## src/rtl/pe_operand_sequencer.sv

```systemverilog
// Operand sequencer for the fp16 MAC processing unit.
// Ports: wr_* operand push, go/busy run control, pe_* engine handshake, res_* result.
module pe_operand_sequencer #(
  parameter int DEPTH = 8,
  parameter int AW    = $clog2(DEPTH)
) (
  input  logic        clk,
  input  logic        reset_n,
  input  logic        wr_en,
  input  logic [15:0] wr_a,
  input  logic [15:0] wr_b,
  output logic        wr_full,
  input  logic        go,
  output logic        busy,
  output logic        pe_reset,
  output logic        pe_start,
  output logic [15:0] pe_a,
  output logic [15:0] pe_b,
  input  logic [15:0] pe_p,
  input  logic        pe_ready,
  output logic        res_valid,
  output logic [15:0] res_data,
  input  logic        res_ready
);

  typedef enum logic [2:0] {
    S_IDLE, S_CLEAR, S_ISSUE, S_WAIT, S_REL, S_OUT
  } state_e;

  localparam logic [AW:0] FULL = (AW+1)'(DEPTH);

  state_e      state_q, state_d;
  logic [AW:0] count_q, count_d;
  logic [AW:0] n_q, n_d;
  logic [AW:0] idx_q, idx_d;
  logic        pe_reset_q, pe_reset_d;
  logic [15:0] pe_a_q, pe_a_d;
  logic [15:0] pe_b_q, pe_b_d;
  logic [15:0] res_q, res_d;
  logic [31:0] buf_q [DEPTH];
  logic [31:0] rd;
  logic        wr_ok;

  assign busy     = (state_q != S_IDLE);
  assign wr_full  = (count_q == FULL) || busy;
  assign wr_ok    = wr_en && !wr_full;
  assign rd       = buf_q[idx_q[AW-1:0]];
  assign pe_reset = pe_reset_q;
  assign pe_a     = pe_a_q;
  assign pe_b     = pe_b_q;
  assign res_data = res_q;

  // Storage is not reset; count defines which entries are live.
  always_ff @(posedge clk) begin
    if (wr_ok) buf_q[count_q[AW-1:0]] <= {wr_a, wr_b};
  end

  always_ff @(posedge clk or negedge reset_n) begin
    if (!reset_n) begin
      state_q    <= S_IDLE;
      count_q    <= '0;
      n_q        <= '0;
      idx_q      <= '0;
      pe_reset_q <= 1'b1;
      pe_a_q     <= '0;
      pe_b_q     <= '0;
      res_q      <= '0;
    end else begin
      state_q    <= state_d;
      count_q    <= count_d;
      n_q        <= n_d;
      idx_q      <= idx_d;
      pe_reset_q <= pe_reset_d;
      pe_a_q     <= pe_a_d;
      pe_b_q     <= pe_b_d;
      res_q      <= res_d;
    end
  end

  always_comb begin
    state_d = state_q;
    unique case (state_q)
      S_IDLE:  if (go) state_d = S_CLEAR;
      S_CLEAR: state_d = (n_q == '0) ? S_OUT : S_ISSUE;
      S_ISSUE: state_d = S_WAIT;
      S_WAIT:  if (pe_ready) state_d = S_REL;
      S_REL: begin
        if (!pe_ready)
          state_d = (idx_q + 1'b1 < n_q) ? S_ISSUE : S_OUT;
      end
      S_OUT:   if (res_ready) state_d = S_IDLE;
      default: state_d = S_IDLE;
    endcase
  end

  always_comb begin
    pe_start  = (state_q == S_WAIT);
    res_valid = (state_q == S_OUT);
  end

  always_comb begin
    count_d    = count_q;
    n_d        = n_q;
    idx_d      = idx_q;
    pe_a_d     = pe_a_q;
    pe_b_d     = pe_b_q;
    res_d      = res_q;
    pe_reset_d = (state_d == S_CLEAR);
    if (wr_ok) count_d = count_q + 1'b1;
    unique case (state_q)
      // count_d so a same-cycle write is part of the run
      S_IDLE: begin
        if (go) begin
          n_d   = count_d;
          idx_d = '0;
        end
      end
      S_CLEAR: if (n_q == '0) res_d = '0;
      S_ISSUE: begin
        pe_a_d = rd[31:16];
        pe_b_d = rd[15:0];
      end
      S_WAIT:  if (pe_ready) res_d = pe_p;
      S_REL:   if (!pe_ready) idx_d = idx_q + 1'b1;
      S_OUT:   if (res_ready) count_d = '0;
      default: ;
    endcase
  end

endmodule

```

## config.mk

```make
export PLATFORM = sky130hd
export DESIGN_NAME = pe_operand_sequencer
export DESIGN_NICKNAME = d
export VERILOG_FILES = /design/src/rtl/pe_operand_sequencer.sv
export SDC_FILE = /design/constraint.sdc
export NUM_CORES = 1
export LEC_CHECK = 0
export CAP_MARGIN = 5
export CORE_UTILIZATION = 65
export CTS_BUF_LIST = sky130_fd_sc_hd__clkbuf_4 sky130_fd_sc_hd__clkbuf_8
export DETAILED_ROUTE_END_ITERATION = 16
export DONT_BUFFER_PORTS = 1
export PLACE_DENSITY = 0.81
export SETUP_SLACK_MARGIN = 0.02
export SYNTH_ARGS = -nofsm -noshare
export SYNTH_HDL_FRONTEND = slang
export SYNTH_SLANG_ARGS = --single-unit
```

## constraint.sdc

```tcl
create_clock -name clk -period 8.3 [get_ports clk]
set_input_delay 1.245 -clock clk [delete_from_list [all_inputs] [get_ports clk]]
set_output_delay 1.245 -clock clk [all_outputs]
set_load 0.02 [all_outputs]
```

; Yosys cells after proc, flatten, opt, wreduce, memory -nomap -nowiden
; Memory sizes are Yosys's and may differ from the RTL's. A register that Yosys moved wholly into a read port is not among the register bits.
; Index checks and enable logic that the tools add are counted.
[totals]
reg_bits = 32
ramBits = 256
input_bits = 54
out_inout_bits = 53
wordCells = 51
n_memories = 1
[memory_table]
columns = name, words, width, read_ports, rd_ports_with_merged_regs, write_ports, line
row1 = buf_q, 8, 32, 1, 1, 1, 40  ; logic [31:0] buf_q [DEPTH];
[classes]
add_sub_neg = 2
order_cmp = 1
eq_ne = 11
n_mux = 18
reduce_logical = 12
[ops]
columns = operator, count
row1 = two-way mux 16 bit, 2
row2 = case mux 16 bit (2 select lines), 1
row3 = two-way mux 4 bit, 5
row4 = two-way mux 3 bit, 6
row5 = case mux 3 bit (6 select lines), 1
row6 = "adder 4 x 1 -> 4 bit, second input constant", 2
row7 = case mux 4 bit (2 select lines), 1
row8 = "== test 3 x 1 -> 1 bit, second input constant", 2
row9 = "== test 3 x 2 -> 1 bit, second input constant", 2
row10 = "== test 3 bit, second input constant", 2
row11 = "!= test 2 bit, second input constant", 3
row12 = AND reduction 3 bit, 2
row13 = "== test 4 bit, second input constant", 1
row14 = logical NOT 4 bit, 1
row15 = less-than comparator 4 bit, 1
row16 = nonzero test 2 bit, 2
row17 = logical NOT 3 bit, 1
row18 = nonzero test 3 bit, 1
row19 = logical NOT 1 bit, 2
row20 = two-way mux 1 bit, 2
row21 = "!= test 2 x 1 -> 1 bit, second input constant", 1
row22 = AND reduction 2 bit, 1
row23 = logical AND 1 bit, 1
row24 = logical OR 1 bit, 1

; Logic depth before layout (Yosys ltp)
[depth]
word_depth = 7
depth_mapped = 10
depth_no_buf = 7

; Worst setup path before layout
; OpenSTA, ideal clock, no wires.
[synth_timing]
path_kind = input to register
startpoint = in wr_en
endpoint = mem buf_q[0][0], enable pin
setup_ns = 0.461
t_arrival_ns = 3.933
t_required_ns = 7.839
slack_ns = 3.906
stages = 3
path_buffers = 0
cell_sequence = nor4b_2 > nand2_1 > nor3_1
[synth_via]
elab_chain_len = 3
[synth_lines]
columns = item, line
row1 = start: declaration, 9  ; input logic wr_en,
row2 = logical AND 1 bit, 46  ; assign wr_ok = wr_en && !wr_full;
row3 = two-way mux 1 bit, 55  ; if (wr_ok) buf_q[count_q[AW-1:0]] <= {wr_a, wr_b};
row4 = two-way mux 1 bit (implied by the code), 55
row5 = end: declaration, 40
; Every way passes these cells.

; Worst setup path in the final report
[layout_timing]
startpoint = reg state_q[0]
endpoint = out wr_full
[layout_via]
elab_chain_len = 2
[layout_lines]
columns = item, line
row1 = start: declaration, 32  ; state_e state_q, state_d;
row2 = start signal: assignment, 69  ; state_q <= state_d;
row3 = nonzero test 3 bit, 44  ; assign busy = (state_q != S_IDLE);
row4 = named net busy, 14  ; output logic busy,
row5 = logical OR 1 bit, 45  ; assign wr_full = (count_q == FULL) || busy;
row6 = end: declaration, 12  ; output logic wr_full,
; The timed path passes the listed nets, and every way through them passes these cells.

==> flow_summary.json <==
{
  "status": "completed",
  "synth_top_area_share_pct": 62.63,
  "powerDensity_mw_per_mm2": 322.4,
  "r2r-end": "buf_q[4][9]",
  "drt-total-wl_mm": 21.95,
  "fin_cells": 921,
  "grt_overflow_total": 0,
  "synth_cell_types": 42,
  "io-pin-count": 107,
  "grt_pass1_vias": 6242,
  "tightestPinTransition_ns": 1.194,
  "fin_crit_sh_pct": 38.83,
  "synthArstFlopShare_pct": 20.00,
  "grt_first_pass_wirelength_mm": 34.16,
  "r2r_cells": 4,
  "antenna_found_initial": 0,
  "dp.cells": 829,
  "track_usage_pct": 23.75,
  "first_pass_iters": 5,
  "numCtsBuffers": 49,
  "grt_max_degree": 68,
  "worstPathArrival_ns": 1.98,
  "slew_violations": 0,
  "drc": 0,
  "finalInstanceArea_sq_mm": 0.01350,
  "syn-num-nets": 686,
  "clkLatencyLatePin_ns": 0.55,
  "ys_seq_area_share_pct": 75.69,
  "yosys_warnings": 0,
  "ys.flop_type": "edfxtp_1",
  "cp_num_buf_inv": 0,
  "cts-resized-gates": 0,
  "max_stage_delay_ns": 0.56,
  "critical-path-top-delay-family": "simple AND/OR/NAND/NOR gates",
  "ir_drop_uv": 196.0,
  "synth-seq-cells": 320,
  "io_buffers": 0,
  "place.gp.congestion": 0.7460,
  "vias_per_cell": 6.283,
  "synth_edf_count": 256,
  "start_util_pct": 67.41,
  "synth_area_sq_mm": 0.01227,
  "r2r-start": "state_q[0]",
  "syn_inst": 626,
  "fill_cells": 1028,
  "crit_fanout": 15,
  "dp_hpwl_mm": 12.56,
  "die_w_microns": 139.4,
  "cts.sinks": 320,
  "rsz0062_at_grt": "no",
  "fin_tns_setup_ns": 0,
  "placed_area_sq_mm": 0.01250,
  "relSlewSlack_pct": 20.20,
  "ctsHoldBuffers": 0,
  "reg2reg_slack_ns": 5.23,
  "final.setup_skew_ns": 0.009602,
  "n_antenna_cell": 0,
  "worstPathRequired_ns": 7.05,
  "cts_tree": "yes",
  "hold_path.class": "in2async",
  "synth.area.top_cells": "edfxtp_1 63%, dfrtp_1 13%, mux4_2 12%",
  "power.leakage_nw": 4.434,
  "critPathKind": "reg2out",
  "drv_cap": 0,
  "final_hold_viol_count": 0,
  "syn_area_per_cell_sq_um": 19.61,
  "yosysTopAreaCell": "edfxtp_1",
  "fin_crit_ns": 3.223,
  "die_h_microns": 139.4,
  "cp-start-kind": "flip-flop",
  "num_rows": 49,
  "syn_to_final_growth_pct": 9.980,
  "max_freq_mhz": 310.2,
  "end_kind": "output port",
  "cts_root_buffer": "clkbuf_8",
  "path_clk_slew_ns": 0.06,
  "cts_setup_buffers": 0,
  "finalNetCount": 712,
  "cts_buffer_depth": 3,
  "drive_gt1_share_pct": 26.16,
  "core_area_sq_mm": 0.01821,
  "initialDrtViolationCount": 305,
  "setup_viol": 0,
  "vias": 5787,
  "htreeDepth": 2,
  "cp_cell_sequence": "or3_1 -> o21bai_1",
  "avgRoutedWirePerCell_microns": 23.83,
  "cpMaxStageDelayCell": "or3_1",
  "die_area_sq_mm": 0.01944,
  "route.antenna.remaining_nets": 0
}
kinds of logic (layout without fill, tap and decap cells):
group	count (synthesis)	count (layout)	share of synthesized area [%]
muxes	98	98	14.52
AOI/OAI and AO/OA	68	68	3.547
buffers and inverters	38	104	1.651
xor gates and xnor gates	4	4	0.2855
adders and majority gates	6	6	0.6116
DFF	320	320	75.69
and+or+nand+nor	92	92	3.700
power breakdown:
part | switching [mW] | internal (mW) | total, mW
Sequential | 0.321 | 1.96 | 2.28
Clock | 0.557 | 0.717 | 1.27
Combinational | 0.420 | 0.373 | 0.793
Total | 1.30 | 3.05 | 4.35
worst max path at each step:
stage,startpoint,to,slack (ns),cells past startpoint
final,state_q[0],wr_full,5.08,2
after global routing,state_q[0],wr_full,5.01,2
after CTS,state_q[0],buf_q[0][2],4.96,4
after detailed placement,wr_en,buf_q[0][27],4.39,4
after global placement,wr_en,buf_q[0][3],4.58,4
after floorplan,wr_en,buf_q[0][0],3.91,3
cells in the final DEF, fill, tap and decap left out, types with 3 or more instances in the layout:
cell / count
mux4_2: 64
nor2_4: 7
clkbuf_8: 53
a22o_1: 16
a21oi_1: 38
buf_4: 7
ha_1: 6
inv_1: 5
nor2_1: 43
clkbuf_4: 29
and2_1: 3
clkinv_1: 4
nor4b_2: 3
mux2i_1: 34
dfrtp_1: 60
clkinv_2: 3
edfxtp_1: 256
nand2_1: 16
o21ai_0: 7
sequential cells by signal, summed over array words and instances (netlist names):
signal	flops
n_q	4
idx_q	4
pe_b	16
pe_a	16
res_data	16
pe_reset	1
count_q	4
buf_q	256
state_q	3
synth_stat cells (all sizes together) (3+ instances only):
master and number:
a22o 16, nand2 16, buf 27, a21oi 38
clkbuf 6, dfrtp 63, mux2i 34, nor3 3
edfxtp 256, ha 6, inv 5, o21ai 8
mux4 64, nor4b 4, nor2 50, and2 3
area by class of cell:
type	instances	area, sq um	area share [%]
sequential	320	9296	68.87
multi-input combinational	268	2841	21.05
clock buffer	82	947.2	7.016
tap	229	286.5	2.123
timing repair buffer	8	63.81	0.4727
clock inverter	9	45.04	0.3337
inverter	5	18.77	0.1390
worst register-to-register path, delay by kind of cell (launching register included):
family | cells | cell delay, ns
buffers and inverters | 1 | 0.50
DFF | 1 | 0.55
and+or+nand+nor | 3 | 1.66
metrics by stage:
stage          power (mW)  utilization (%)  setup slack (ns)  hold WS (ns)
2_1_floorplan       2.931                -             3.906        0.5180
3_3_place_gp        3.066            68.63             4.584        0.5383
3_5_place_dp        3.119            68.63             4.389        0.5470
4_1_cts             4.391            74.07             4.965        0.3504
5_1_grt             4.546            74.14             5.007        0.3552
6_report            4.352            74.14             5.077        0.3922
routing by layer:
metal	routed length, microns	share of wire [%]	up-vias	track usage [%]
met5	0	0	-	0
li1	-	-	2551	-
met4	497	2.3	0	9.532
met2	11140	51	222	39.49
met1	8638	39	2962	30.42
met3	1670	7.6	52	5.988
Power figures use the tool's default switching activity.
